--- config.mk ---
export PLATFORM = sky130hd
export DESIGN_NAME = usb_typec_auth_responder
export DESIGN_NICKNAME = d
export VERILOG_FILES = /design/src/rtl/usb_typec_auth_responder.sv
export SDC_FILE = /design/constraint.sdc
export NUM_CORES = 1
export LEC_CHECK = 0
export ABC_CLOCK_PERIOD_IN_PS = 4200
export BUFFER_PORTS_ARGS = -buffer_cell sky130_fd_sc_hd__buf_4
export CORE_MARGIN = 3
export CORE_UTILIZATION = 50
export DETAILED_ROUTE_END_ITERATION = 12
export GPL_TIMING_DRIVEN = 0
export PLACE_DENSITY = 0.74
export SYNTH_ARGS = -nofsm -noshare
export SYNTH_HDL_FRONTEND = slang
export SYNTH_SLANG_ARGS = --single-unit
--- constraint.sdc ---
create_clock -name clk -period 4.2 [get_ports clk]
set_clock_uncertainty 0.05 [all_clocks]
set_input_delay 0.21 -clock clk [delete_from_list [all_inputs] [get_ports clk]]
set_output_delay 0.21 -clock clk [all_outputs]
set_load 0.02 [all_outputs]
--- src/rtl/usb_typec_auth_responder.sv ---
// USB Type-C Authentication responder (device side): latches a request from the
// PD or DEBUG transport, acknowledges it, decodes the header and returns a response.
// Latency: ready sampled at edge N -> Ack_in after N+1 -> auth_msg_ready after N+2.
// Backpressure: ready inputs are only honoured in IDLE; the sender holds ready until Ack_in.
//
// Ports:
//   clk, reset (sync, active-low)
//   auth_msg_in[MSG_LEN]       request {payload, Param2, Param1, MessageType, ProtocolVersion}
//   PD_in_ready, DEBUG_in_ready request valid per channel (PD has priority)
//   Ack_in                     one-cycle acknowledge that the request was latched
//   pending_auth_request[8]    MessageType of the outstanding request, 0x00 when none
//   auth_msg_ready             one-cycle strobe, auth_msg_out valid
//   auth_msg_out[MSG_LEN]      response, same layout as the request
module usb_typec_auth_responder #(
    parameter int          MSG_LEN   = 64,
    parameter logic [7:0]  SLOT_MASK = 8'h01,
    parameter logic [31:0] DIGEST    = 32'hD1D1_0001,
    parameter logic [31:0] CERT_DATA = 32'hCE47_0001,
    parameter logic [31:0] KEY       = 32'h5A5A_A5A5
) (
    input  logic               clk,
    input  logic               reset,
    input  logic [MSG_LEN-1:0] auth_msg_in,
    input  logic               PD_in_ready,
    input  logic               DEBUG_in_ready,
    output logic               Ack_in,
    output logic [7:0]         pending_auth_request,
    output logic               auth_msg_ready,
    output logic [MSG_LEN-1:0] auth_msg_out
);

    localparam logic [7:0] VER_1          = 8'h01;
    localparam logic [7:0] MT_DIGESTS     = 8'h01;
    localparam logic [7:0] MT_CERTIFICATE = 8'h02;
    localparam logic [7:0] MT_CHAL_AUTH   = 8'h03;
    localparam logic [7:0] MT_ERROR       = 8'h7F;
    localparam logic [7:0] MT_GET_DIGESTS = 8'h81;
    localparam logic [7:0] MT_GET_CERT    = 8'h82;
    localparam logic [7:0] MT_CHALLENGE   = 8'h83;
    localparam logic [7:0] ERR_INVALID    = 8'h01;
    localparam logic [7:0] ERR_UNSUP_PROT = 8'h02;

    // Place a 32-bit constant in the payload field (bits MSG_LEN-1:32),
    // zero-extending or truncating it to the payload width. Building the
    // full-width word this way stays legal even when there is no payload.
    function automatic logic [MSG_LEN-1:0] place_payload(input logic [31:0] val);
        logic [MSG_LEN+31:0] ext;
        logic [MSG_LEN+31:0] shifted;
        ext     = {{MSG_LEN{1'b0}}, val};
        shifted = {ext[MSG_LEN-1:0], 32'h0};
        return shifted[MSG_LEN-1:0];
    endfunction

    localparam logic [MSG_LEN-1:0] DIGEST_W = place_payload(DIGEST);
    localparam logic [MSG_LEN-1:0] CERT_W   = place_payload(CERT_DATA);
    localparam logic [MSG_LEN-1:0] KEY_W    = place_payload(KEY);

    typedef enum logic [1:0] {
        IDLE    = 2'd0,
        DECODE  = 2'd1,
        RESPOND = 2'd2
    } state_t;

    state_t             state_q, state_d;
    logic [MSG_LEN-1:0] msg_q, msg_d;
    logic [MSG_LEN-1:0] resp_q, resp_d;
    logic [MSG_LEN-1:0] out_q, out_d;
    logic               ack_q, ack_d;
    logic               rdy_q, rdy_d;
    logic [7:0]         pend_q, pend_d;

    logic       req_vld;
    logic [7:0] req_ver;
    logic [7:0] req_type;
    logic [7:0] req_slot;
    logic       slot_ok;

    // Both channels share the request bus, so PD priority only means that
    // simultaneous readies produce a single acceptance of that bus value.
    assign req_vld  = PD_in_ready | DEBUG_in_ready;
    assign req_ver  = msg_q[7:0];
    assign req_type = msg_q[15:8];
    assign req_slot = msg_q[23:16];
    assign slot_ok  = (req_slot < 8'd8) && SLOT_MASK[req_slot[2:0]];

    // State register and all output/datapath flops.
    always_ff @(posedge clk) begin
        if (!reset) begin
            state_q <= IDLE;
            msg_q   <= '0;
            resp_q  <= '0;
            out_q   <= '0;
            ack_q   <= 1'b0;
            rdy_q   <= 1'b0;
            pend_q  <= 8'h00;
        end else begin
            state_q <= state_d;
            msg_q   <= msg_d;
            resp_q  <= resp_d;
            out_q   <= out_d;
            ack_q   <= ack_d;
            rdy_q   <= rdy_d;
            pend_q  <= pend_d;
        end
    end

    // Next-state logic.
    always_comb begin
        state_d = state_q;
        case (state_q)
            IDLE:    if (req_vld) state_d = DECODE;
            DECODE:  state_d = RESPOND;
            RESPOND: state_d = IDLE;
            default: state_d = IDLE;
        endcase
    end

    // Output / datapath logic.
    always_comb begin
        msg_d  = msg_q;
        resp_d = resp_q;
        out_d  = out_q;
        ack_d  = 1'b0;
        rdy_d  = 1'b0;
        pend_d = pend_q;
        case (state_q)
            IDLE: begin
                pend_d = 8'h00;
                if (req_vld) msg_d = auth_msg_in;
            end
            DECODE: begin
                ack_d  = 1'b1;
                pend_d = req_type;
                resp_d = '0;
                if (req_ver != VER_1) begin
                    resp_d[31:8] = {8'h00, ERR_UNSUP_PROT, MT_ERROR};
                end else begin
                    case (req_type)
                        MT_GET_DIGESTS: begin
                            resp_d       = DIGEST_W;
                            resp_d[31:8] = {SLOT_MASK, 8'h00, MT_DIGESTS};
                        end
                        MT_GET_CERT: begin
                            if (slot_ok) begin
                                resp_d       = CERT_W;
                                resp_d[31:8] = {8'h00, req_slot, MT_CERTIFICATE};
                            end else begin
                                resp_d[31:8] = {8'h00, ERR_INVALID, MT_ERROR};
                            end
                        end
                        MT_CHALLENGE: begin
                            if (slot_ok) begin
                                // Header bits are overwritten below; only the payload XOR matters.
                                resp_d       = msg_q ^ KEY_W;
                                resp_d[31:8] = {SLOT_MASK, req_slot, MT_CHAL_AUTH};
                            end else begin
                                resp_d[31:8] = {8'h00, ERR_INVALID, MT_ERROR};
                            end
                        end
                        default: resp_d[31:8] = {8'h00, ERR_INVALID, MT_ERROR};
                    endcase
                end
                resp_d[7:0] = VER_1;
            end
            RESPOND: begin
                rdy_d = 1'b1;
                out_d = resp_q;
            end
            default: ;
        endcase
    end

    assign Ack_in               = ack_q;
    assign auth_msg_ready       = rdy_q;
    assign pending_auth_request = pend_q;
    assign auth_msg_out         = out_q;

endmodule

# After elaboration in Yosys (flattened, before gate mapping)
# Memory sizes are Yosys's and may differ from the RTL's. A register that Yosys moved wholly into a read port is not among the register bits.
# Index checks and enable logic that the tools add are counted.
# totals
reg_bits,190
latch_bits,0
ram_bits,0
romBits,8
elab_cells,39
mem_count,1
# memory_table
name,words,width,read_ports,rd_clocked_by_memory_dff,wr,line_no,rtl
(name not given),8,1,1,1,0,84,assign slot_ok = (req_slot < 8'd8) && SLOT_MASK[req_slot[2:0]];
# op_classes
add_sub_neg,0
n_mul,0
div_mod_pow,0
n_lt_le_gt_ge,2
n_eq_ne,7
shifts,0
n_mux,16
bitwise_logic,2
n_reduce_logical,4
# op_table
operator,count
32-bit 2-to-1 mux,3
32-bit case mux with 3 select lines,1
24-bit case mux with 3 select lines,1
"8-bit equality test, second input constant",3
24-bit 2-to-1 mux,1
17-bit 2-to-1 mux,1
16-bit 2-to-1 mux,1
16-bit inverter,1
8-bit case mux with 2 select lines,1
"8-bit by 4-bit less-than comparator with 1-bit output, second input constant",1
"8-bit by 1-bit != test with 1-bit output, second input constant",1
3-bit 2-to-1 mux,2
"3-bit by 4-bit less-than comparator with 1-bit output, second input constant",1
2-bit case mux with 2 select lines,1
1-bit 2-to-1 mux,3
"2-bit by 1-bit equality test with 1-bit output, second input constant",1
"2-bit equality test, second input constant",1
2-bit zero test,1
2-bit 2-to-1 mux,1
"2-bit != test, second input constant",1
2-bit AND reduction,1
2-bit nonzero test,1
1-bit logical AND,1
1-bit OR,1

# Depth between registers and ports, before layout
# logic_depth
ltp_word,6
depth_mapped,7

# Worst setup path after synthesis
# No wires, ideal clock.
# synth_timing
kind,register -> register
from,register msg_q[19]
to,register resp_q[8]
arrival_ps,1782
t_required_ps,4031
path_slack_ps,2249
stages_incl_launch_ff,7
synth_period_minus_slack_ps,1951
path_cell_list,dfxtp_1 -> or3_1 -> or4_1 -> buf_2 -> or2_1 -> clkbuf_1 -> o221a_1
# synth_via
elab_chain_cells,5
# synth_lines
item,line_no,rtl
from (decl),65,"logic [MSG_LEN-1:0] msg_q, msg_d;"
from (signal assigned),98,msg_q <= msg_d;
8-bit by 4-bit less-than comparator with 1-bit output,84,
1-bit logical AND,84,
16-bit 2-to-1 mux,144,if (slot_ok) begin
24-bit case mux with 3 select lines,138,case (req_type)
24-bit 2-to-1 mux,135,if (req_ver != VER_1) begin
to (signal assigned),99,resp_q <= resp_d;
to (decl),66,"logic [MSG_LEN-1:0] resp_q, resp_d;"
# No other way between the ends.
# A chain may end at the register's enable or synchronous reset.

# Worst setup path after layout
# layout_timing
from,register msg_q[19]
to,register resp_q[47]
# layout_via
elab_chain_cells,5
# layout_lines
item,line_no,rtl
8-bit by 4-bit less-than comparator with 1-bit output,84,
1-bit logical AND,84,
32-bit 2-to-1 mux,152,if (slot_ok) begin
32-bit case mux with 3 select lines,138,
32-bit 2-to-1 mux,135,
# No other way between the ends.

==> metrics.yaml <==
run_status: "finished clean"
coreArea_um2: 10900
total_leakage_power_uw: 0.00317
synth.cell_area_um2: 5660
die_height_um: 112
drc_errors: 0
syn2layout_area_growth_pct: 36.8
yosys_most_used_dff: "sky130_fd_sc_hd__dfxtp_1"
required_ns: 4.47
antenna_found_initial: 0
crit_family: "simple AND/OR/NAND/NOR gates"
gpl.final_weighted_congestion: 0.878
overflow: 0
cts.path.max_buffers: 2
drt_first_iter_violations: 411
worst-path-max-fanout: 8
drive_gt1_share_pct: 19.5
p_sw_share_pct: 22.5
timing.critical_path.arrival_ns: 2.72
netlist_top_cells_area: "sky130_fd_sc_hd__dfxtp_1 56%, sky130_fd_sc_hd__nand2_1 15%, sky130_fd_sc_hd__a21oi_1 9.6%"
synthesis.instances: 682
report.final.setup_viol: 0
worst_slew_margin_rel_pct: 45.3
drt-pass1-iter-count: 6
chipWidth_um: 112
synth_most_common_cell: "sky130_fd_sc_hd__nand2_1"
max-vdd-ir-drop_uv: 222
clk-insertion-delay-late_ns: 0.42
starting_density_of_the_core_pct: 51.8
place_hpwl_mm: 10.5
timing.final.hold_violations: 0
period_minus_slack_ns: 2.45
detail_route.vias_per_cell: 5.17
synth_edf_count: 0
worst_hold_path.num_cells: 3
first_global_vias: 5031
cts_num_sinks: 159
cp_num_cells: 4
grt_max_degree: 17
wirelength_mm: 15.3
yosys_warnings: 0
worst_setup_timing_slack_at_the_placement_stage_ns: 1.82
max_freq_ghz: 0.409
io_buffers: 117
cp_num_buf_inv: 0
critical_path_cell_sequence: "or3_1 > nor4_1 > nand4_1 > o21ai_0"
all_layer_global_routing_usage_pct: 24.3
critPathLaunch: "msg_q[19]$_SDFFE_PN0P_"
hold_start: "auth_msg_in[37]"
cts_setup_buffers: 0
share_of_the_core_filled_with_cells_in_the_final_layout_pct: 70.8
slew_violations: 0
intPower_uw: 2820
worstSetupEndpointType: "flop"
syn_avg_cell_area_um2: 8.30
diodes: 0
critical_path.startpoint_type: "flop"
layout.nets: 932
cts_root_buffer: "sky130_fd_sc_hd__clkbuf_16"
ff2ff_path_depth: 4
flops_latches_synth: 159
postSynth.asyncResetShare_pct: 0
timing.setup.tns_ns: 0
cts-buffers-inserted: 17
worstMarginPinSlew_ns: 0.813
cell_row_count: 38
area_of_the_die_um2: 12600
wl_per_cell_um: 15.1
power-per-cell-area_nw_per_um2: 470
critPathMaxStageDelay_ns: 0.64
ctsHtreeMaxLevel: 4
synthDistinctLibCells: 41
period_share_pct: 58.2
min_path_type: "in2reg"
global_route_wire_length_before_repair_mm: 24.5
timing.final.ws_setup_ns: 1.75
rsz_0062_raised_after_global_routing: "false"
cts.reportedPaths.clkPinSlew_ns: 0.06
combinational_group_share_of_total_power_pct: 9.1
io_pins: 142
crit_path_top_delay_cell: "sky130_fd_sc_hd__nand4_1"
postRouteAntennaNets: 0
synth_common_cells: "232 x sky130_fd_sc_hd__nand2_1, 159 x sky130_fd_sc_hd__dfxtp_1, 109 x sky130_fd_sc_hd__a21oi_1"
netSwitchingPower_uw: 821
vias: 5248
tritoncts: "built"
synth_sequential_area_ratio_pct: 56.2
whs_ns: 0.00674
seqPwrFrac_pct: 43.8
synth_largest_area_cell: "sky130_fd_sc_hd__dfxtp_1"
timing_worst_setup_path_type: "reg2reg"
r2r-start: "msg_q[19]$_SDFFE_PN0P_"
max_cap_violations: 0
synthDominantCellAreaShare_pct: 56.2
clkPwrFrac_pct: 47.0
layout make-up:
class,instances,area (µm²)
Buffer,66,322
Clock buffer,20,447
Timing Repair Buffer,149,1200
Tap cell,140,175
Inverter,4,15.0
Clock inverter,10,210
Fill cell,838,3190
Multi-Input combinational cell,467,2190
Sequential cell,159,3180
metrics by stage:
| step | total power, µW | cell area, µm² | std cells |
|---|---|---|---|
| floorplan | 1810 | 5710 | 696 |
| global placement | 1920 | 6770 | 953 |
| detailed placement | 1930 | 6770 | 953 |
| CTS | 3650 | 7740 | 1015 |
| global route | 3760 | 7740 | 1015 |
| finish | 3640 | 7740 | 1015 |
placed cells by master (no fill, tap or decap), types with 6 or more instances in the layout:
master                            n
sky130_fd_sc_hd__clkbuf_1        39
sky130_fd_sc_hd__dfxtp_1        159
sky130_fd_sc_hd__conb_1          15
sky130_fd_sc_hd__and2_1           8
sky130_fd_sc_hd__buf_4          136
sky130_fd_sc_hd__clkbuf_16       17
sky130_fd_sc_hd__a21oi_1        109
sky130_fd_sc_hd__o21ai_0         21
sky130_fd_sc_hd__dlygate4sd3_1   32
sky130_fd_sc_hd__nand2_1        232
sky130_fd_sc_hd__a22o_1          13
sky130_fd_sc_hd__bufinv_16        6
sky130_fd_sc_hd__buf_1            8
sky130_fd_sc_hd__nor2_1          18
sky130_fd_sc_hd__nand3b_1         6
worst reg2reg max path: stages (launching register included):
cell and delay (ns):
sky130_fd_sc_hd__dfxtp_1 0.31, sky130_fd_sc_hd__or3_1 0.39, sky130_fd_sc_hd__nor4_1 0.63, sky130_fd_sc_hd__nand4_1 0.64, sky130_fd_sc_hd__o21ai_0 0.34
sequential cells by signal, indices dropped and copies added, names as in the netlist, named ones only:
name and count:
Ack_in 1, auth_msg_out 45, resp_q 45, auth_msg_ready 1, pending_auth_request 8, msg_q 56, state_q 2
cell families (layout without fill, tap and decap cells):
kind of cell	after synthesis	after routing	synth area share [%]
buffers and inverters	70	249	5.94
DFF	159	159	56.2
muxes	3	3	0.530
other	1	15	0.0662
AOI/OAI and AO/OA	164	164	16.3
and+or+nand+nor	285	285	21.0
path summary, 6_finish.rpt:
kind                             endpoint  slack [ns]
setup / recovery  resp_q[47]$_SDFFE_PN0P_        1.75
hold / removal     msg_q[37]$_SDFFE_PN0P_       0.007
setup reg to reg  resp_q[47]$_SDFFE_PN0P_        1.75
hold reg to reg   resp_q[34]$_SDFFE_PN0P_        0.40
metal layers:
metal | vias to the layer above | GRT usage (%) | wire length (µm)
met5 | - | 0 | 0
met4 | 0 | 7.45 | 283
met3 | 28 | 5.34 | 901
met2 | 163 | 41.3 | 7570
met1 | 2476 | 30.9 | 6570
li1 | 2581 | - | -
repair_timing:
item                                   CTS  global route
hold buffers                            32             0
endpoints found under the hold margin   32             0
resized for setup                        0             0
power by group through the flow:
stage / clock (µW) / sequential, µW / combinational, µW
finish: 1710 / 1600 / 332
global route: 1790 / 1600 / 366
CTS: 1720 / 1590 / 328
detailed placement: 0 / 1630 / 303
global placement: 0 / 1620 / 296
floorplan: 0 / 1620 / 187
No activity file was read; power rests on OpenSTA's default activity.
